## src/rtl/tanh_share_ctrl.sv

```systemverilog
// Round-robin owner arbitration for one shared Tanh unit.
// Issues start, waits for the done rising edge, and runs a hang watchdog.
module tanh_share_ctrl #(
  parameter int NUM_REQ        = 3,
  parameter int IDX_W          = 2,
  parameter int TIMEOUT_CYCLES = 1024
) (
  input  logic               clk,
  input  logic               rst,
  input  logic [NUM_REQ-1:0] req,
  output logic [NUM_REQ-1:0] grant,
  output logic [IDX_W-1:0]   sel,
  output logic [NUM_REQ-1:0] done_out,
  output logic               tanh_start,
  input  logic               tanh_done,
  output logic               busy,
  output logic               timeout_err
);

  localparam int TW = (TIMEOUT_CYCLES > 2) ? $clog2(TIMEOUT_CYCLES) : 1;

  typedef enum logic [1:0] {
    IDLE,
    ISSUE,
    WAIT,
    RELEASE
  } state_t;

  state_t             state, state_n;
  logic [IDX_W-1:0]   rr_ptr, rr_ptr_n;
  logic [IDX_W-1:0]   sel_n, sel_inc;
  logic [IDX_W-1:0]   winner, idx;
  logic               win_ok;
  logic [TW-1:0]      timer, timer_n;
  logic [NUM_REQ-1:0] grant_n, done_n;
  logic               start_n, terr_n, busy_n;
  logic               done_d, cmpl;
  int unsigned        p;

  assign cmpl    = tanh_done & ~done_d;
  assign sel_inc = (sel == IDX_W'(NUM_REQ-1)) ? '0 : sel + 1'b1;

  // Scan downward so the nearest set bit at/after rr_ptr wins.
  always_comb begin
    winner = '0;
    win_ok = 1'b0;
    idx    = '0;
    p      = 0;
    for (int k = NUM_REQ-1; k >= 0; k--) begin
      p = int'(rr_ptr) + k;
      if (p >= NUM_REQ) p = p - NUM_REQ;
      idx = IDX_W'(p);
      if (req[idx]) begin
        winner = idx;
        win_ok = 1'b1;
      end
    end
  end

  always_comb begin
    state_n  = state;
    grant_n  = grant;
    sel_n    = sel;
    done_n   = '0;
    start_n  = 1'b0;
    timer_n  = timer;
    rr_ptr_n = rr_ptr;
    terr_n   = timeout_err;
    unique case (state)
      IDLE: begin
        if (win_ok) begin
          grant_n         = '0;
          grant_n[winner] = 1'b1;
          sel_n           = winner;
          start_n         = 1'b1;
          state_n         = ISSUE;
        end
      end
      ISSUE: begin
        timer_n = '0;
        state_n = WAIT;
      end
      WAIT: begin
        timer_n = timer + 1'b1;
        if (cmpl) begin
          done_n[sel] = 1'b1;
          state_n     = RELEASE;
        end else if (timer == TW'(TIMEOUT_CYCLES-1)) begin
          terr_n   = 1'b1;
          grant_n  = '0;
          rr_ptr_n = sel_inc;
          state_n  = IDLE;
        end
      end
      RELEASE: begin
        if (!req[sel]) begin
          grant_n  = '0;
          rr_ptr_n = sel_inc;
          state_n  = IDLE;
        end
      end
      default: state_n = IDLE;
    endcase
    busy_n = (state_n != IDLE);
  end

  always_ff @(posedge clk or posedge rst) begin
    if (rst) begin
      state       <= IDLE;
      grant       <= '0;
      sel         <= '0;
      done_out    <= '0;
      tanh_start  <= 1'b0;
      busy        <= 1'b0;
      timeout_err <= 1'b0;
      rr_ptr      <= '0;
      timer       <= '0;
      done_d      <= 1'b0;
    end else begin
      state       <= state_n;
      grant       <= grant_n;
      sel         <= sel_n;
      done_out    <= done_n;
      tanh_start  <= start_n;
      busy        <= busy_n;
      timeout_err <= terr_n;
      rr_ptr      <= rr_ptr_n;
      timer       <= timer_n;
      done_d      <= tanh_done;
    end
  end

endmodule

```

## config.mk

```make
export PLATFORM = sky130hd
export DESIGN_NAME = tanh_share_ctrl
export DESIGN_NICKNAME = d
export VERILOG_FILES = /design/src/rtl/tanh_share_ctrl.sv
export SDC_FILE = /design/constraint.sdc
export NUM_CORES = 1
export LEC_CHECK = 0
export ABC_AREA = 1
export BUFFER_PORTS_ARGS = -buffer_cell sky130_fd_sc_hd__buf_2
export CORE_ASPECT_RATIO = 1.2
export CORE_MARGIN = 1
export CORE_UTILIZATION = 55
export DETAILED_ROUTE_END_ITERATION = 7
export GPL_ROUTABILITY_DRIVEN = 0
export PLACE_DENSITY = 0.83
export SLEW_MARGIN = 10
export SYNTH_ARGS = -nofsm -noshare
export SYNTH_HDL_FRONTEND = slang
export SYNTH_SLANG_ARGS = --single-unit
```

## constraint.sdc

```tcl
create_clock -name clk -period 4.4 [get_ports clk]
set_clock_uncertainty 0.1 [all_clocks]
set_input_delay 0.88 -clock clk [delete_from_list [all_inputs] [get_ports clk]]
set_output_delay 0.88 -clock clk [all_outputs]
set_load 0.02 [all_outputs]
```

==> out/metrics.yaml <==
run_status:
  status: "complete, no violations"
clock_network:
  clk_pin_slew_ns: 0.14
  clock-root-buffer: "clkbuf_4"
  post-cts-setup-buffers: 0
  htreeDepth: 1
  cts_resized: 0
  clock_sinks: 26
  cts_buffers: 3
  clkLatencyLatePin_ns: 0.32
  clock_path_buffers: 2
  cts_tree: "yes"
  hold_buffers: 0
die:
  core_area_sq_mm: 0.002527
  ios: 17
  initial_core_util: 0.5797
  fp.dieArea_sq_mm: 0.002875
  die_w_um: 49.12
  rows: 20
  chipHeight_um: 58.54
placement:
  portBuffers: 16
  place_ws_ns: 2.322
  hpwl_mm: 2.088
timing:
  fmax_mhz: 511.9
  tightestPinTransition_ns: 0.9589
  hold_slack_ns: 0.3796
  drv_slew: 0
  rsz0062_at_grt: "no"
  fin_crit_sh: 0.4440
  tns_ns: 0
  setup_viol: 0
  post-route-min-period_ns: 1.954
  maxSlewHeadroom: 0.3600
  hold_viol: 0
  worst_slack_ns: 2.446
route:
  route.antenna.remaining_nets: 0
  drtIter0Drc: 20
  vias: 1224
  drc: 0
  drt_wl_total_mm: 2.696
  dr.pass1.iters: 4
  wire_per_inst_um: 11.05
  vias_per_cell: 5.016
setup_path:
  end_kind: "output pin"
  worstPathRequired_ns: 3.42
  crit_chain: "buf_2"
  critPathArrivalTime_ns: 0.97
  slowest_stage: "dfrtp_1"
  criticalPathCategory: "reg -> out"
  cpPeakStageDelay_ns: 0.46
  cp_top_family: "flip-flops"
  cp_num_buf_inv: 1
  cp-start-kind: "flip-flop"
  path_max_fanout: 6
global_routing:
  overflow: 0
  antenna_found_initial: 0
  grt_use_total: 0.2105
  grt_max_degree: 27
  grt_pass1_wl_mm: 4.636
  grt_pass1_vias: 1160
power_and_ir_drop:
  clkPwrFrac: 0.118
  p_switching_mw: 0.4863
  internal_power_mw: 0.5255
  power_density_mw_per_mm2: 624.9
  sw_frac_of_total: 0.4806
  leakage_nw: 0.8610
  combPwrFrac: 0.548
  p_seq_frac: 0.334
  peakVddDrop_v: 0.0003191
synth:
  ys_seq_area_frac: 0.4441
  netlist_area_sq_mm: 0.001465
  netlist_instances: 192
  yosysWarningCount: 0
  syn_nets: 206
  ys_types: 23
  ys_ff_latch: 26
  syn_area_per_cell_sq_um: 7.631
worst_hold_path:
  hold_class: "reg -> reg"
cells_and_area:
  final_core_util: 0.6406
  area_growth_pct: 10.50
  final_cell_mix: "49 x nand2_1, 31 x inv_1, 26 x dfrtp_1"
  layout.cells.most_common: "nand2_1"
  n_antenna_cell: 0
  drive_above_1_share: 0.1374
  final_nets: 226
flow_run:
  max_cap_violations: 0
[registers in the layout (all words and copies together) (netlist names)]
register,count
busy,1
done_d,1
done_out,3
grant,3
rr_ptr,2
sel,2
state,2
tanh_start,1
timeout_err,1
timer,10
[through the flow]
stage | total power, mW | instance area (sq um) | std cells
3_5_place_dp | 0.8983 | 1583 | 240
6_report | 1.012 | 1619 | 244
3_3_place_gp | 0.8850 | 1583 | 240
4_1_cts | 1.018 | 1619 | 244
2_1_floorplan | 0.7722 | 1465 | 192
5_1_grt | 1.109 | 1619 | 244
[cell type report]
class	count	area, sq um
multi-input cells	133	690.7
repair buffers	16	80.08
clock buffers	4	36.28
inverters	32	120.1
well taps	33	41.29
fillers	232	908.4
flip-flops and latches	26	650.6
[layer usage]
layer,global-route usage,vias up,part of all wire
li1,-,646,-
met2,0.4266,16,0.54
met1,0.2249,558,0.43
met3,0.01550,4,0.016
met5,0,-,0
met4,0.07563,0,0.011
[power by group through the flow]
stage                     logic (mW)  clock network, mW  registers, mW
after global placement         0.543                  0          0.342
after CTS                      0.555              0.125          0.339
after global routing           0.629              0.135          0.345
after floorplan                0.409                  0          0.363
after detailed placement       0.555                  0          0.343
final                          0.554              0.119          0.338
[cell families after synthesis]
family,after synthesis,synth area share
buffers and inverters,33,0.08454
flip-flops,26,0.4441
AO/OA/AOI/OAI,24,0.08711
adder cells (fa/ha/maj),8,0.06832
AND/OR/NAND/NOR,101,0.3160
[synthesized netlist by cell type]
cell	number	area share
dfrtp_1	26	0.44
nor3b_1	2	0.010
clkbuf_1	1	0.0026
o21ai_0	9	0.031
inv_1	31	0.079
and3_1	1	0.0043
inv_2	1	0.0026
nor2_1	19	0.049
a21oi_1	9	0.031
a21o_1	1	0.0051
nand2_2	2	0.0085
o21ai_1	2	0.0068
nor2_2	1	0.0043
nand2_4	1	0.0077
nor3_1	6	0.020
o22ai_1	1	0.0043
ha_1	8	0.068
nor4_1	1	0.0043
a31oi_1	1	0.0043
nand3_1	15	0.051
o21a_1	1	0.0051
nor2_4	4	0.031
nand2_1	49	0.13
[path summary, 6_finish.rpt]
check                            start          end  slack, ns  depth (start not counted)
max reg2reg                  rr_ptr[0]     grant[0]       2.51                         12
max in group asynchronous          rst     state[0]       2.96                          2
min                        timeout_err  timeout_err       0.38                          1
min in group asynchronous          rst     timer[9]       0.65                          2
min reg2reg                timeout_err  timeout_err       0.38                          1
max                             sel[0]       sel[0]       2.45                          1
(Power assumes the default switching activity.)
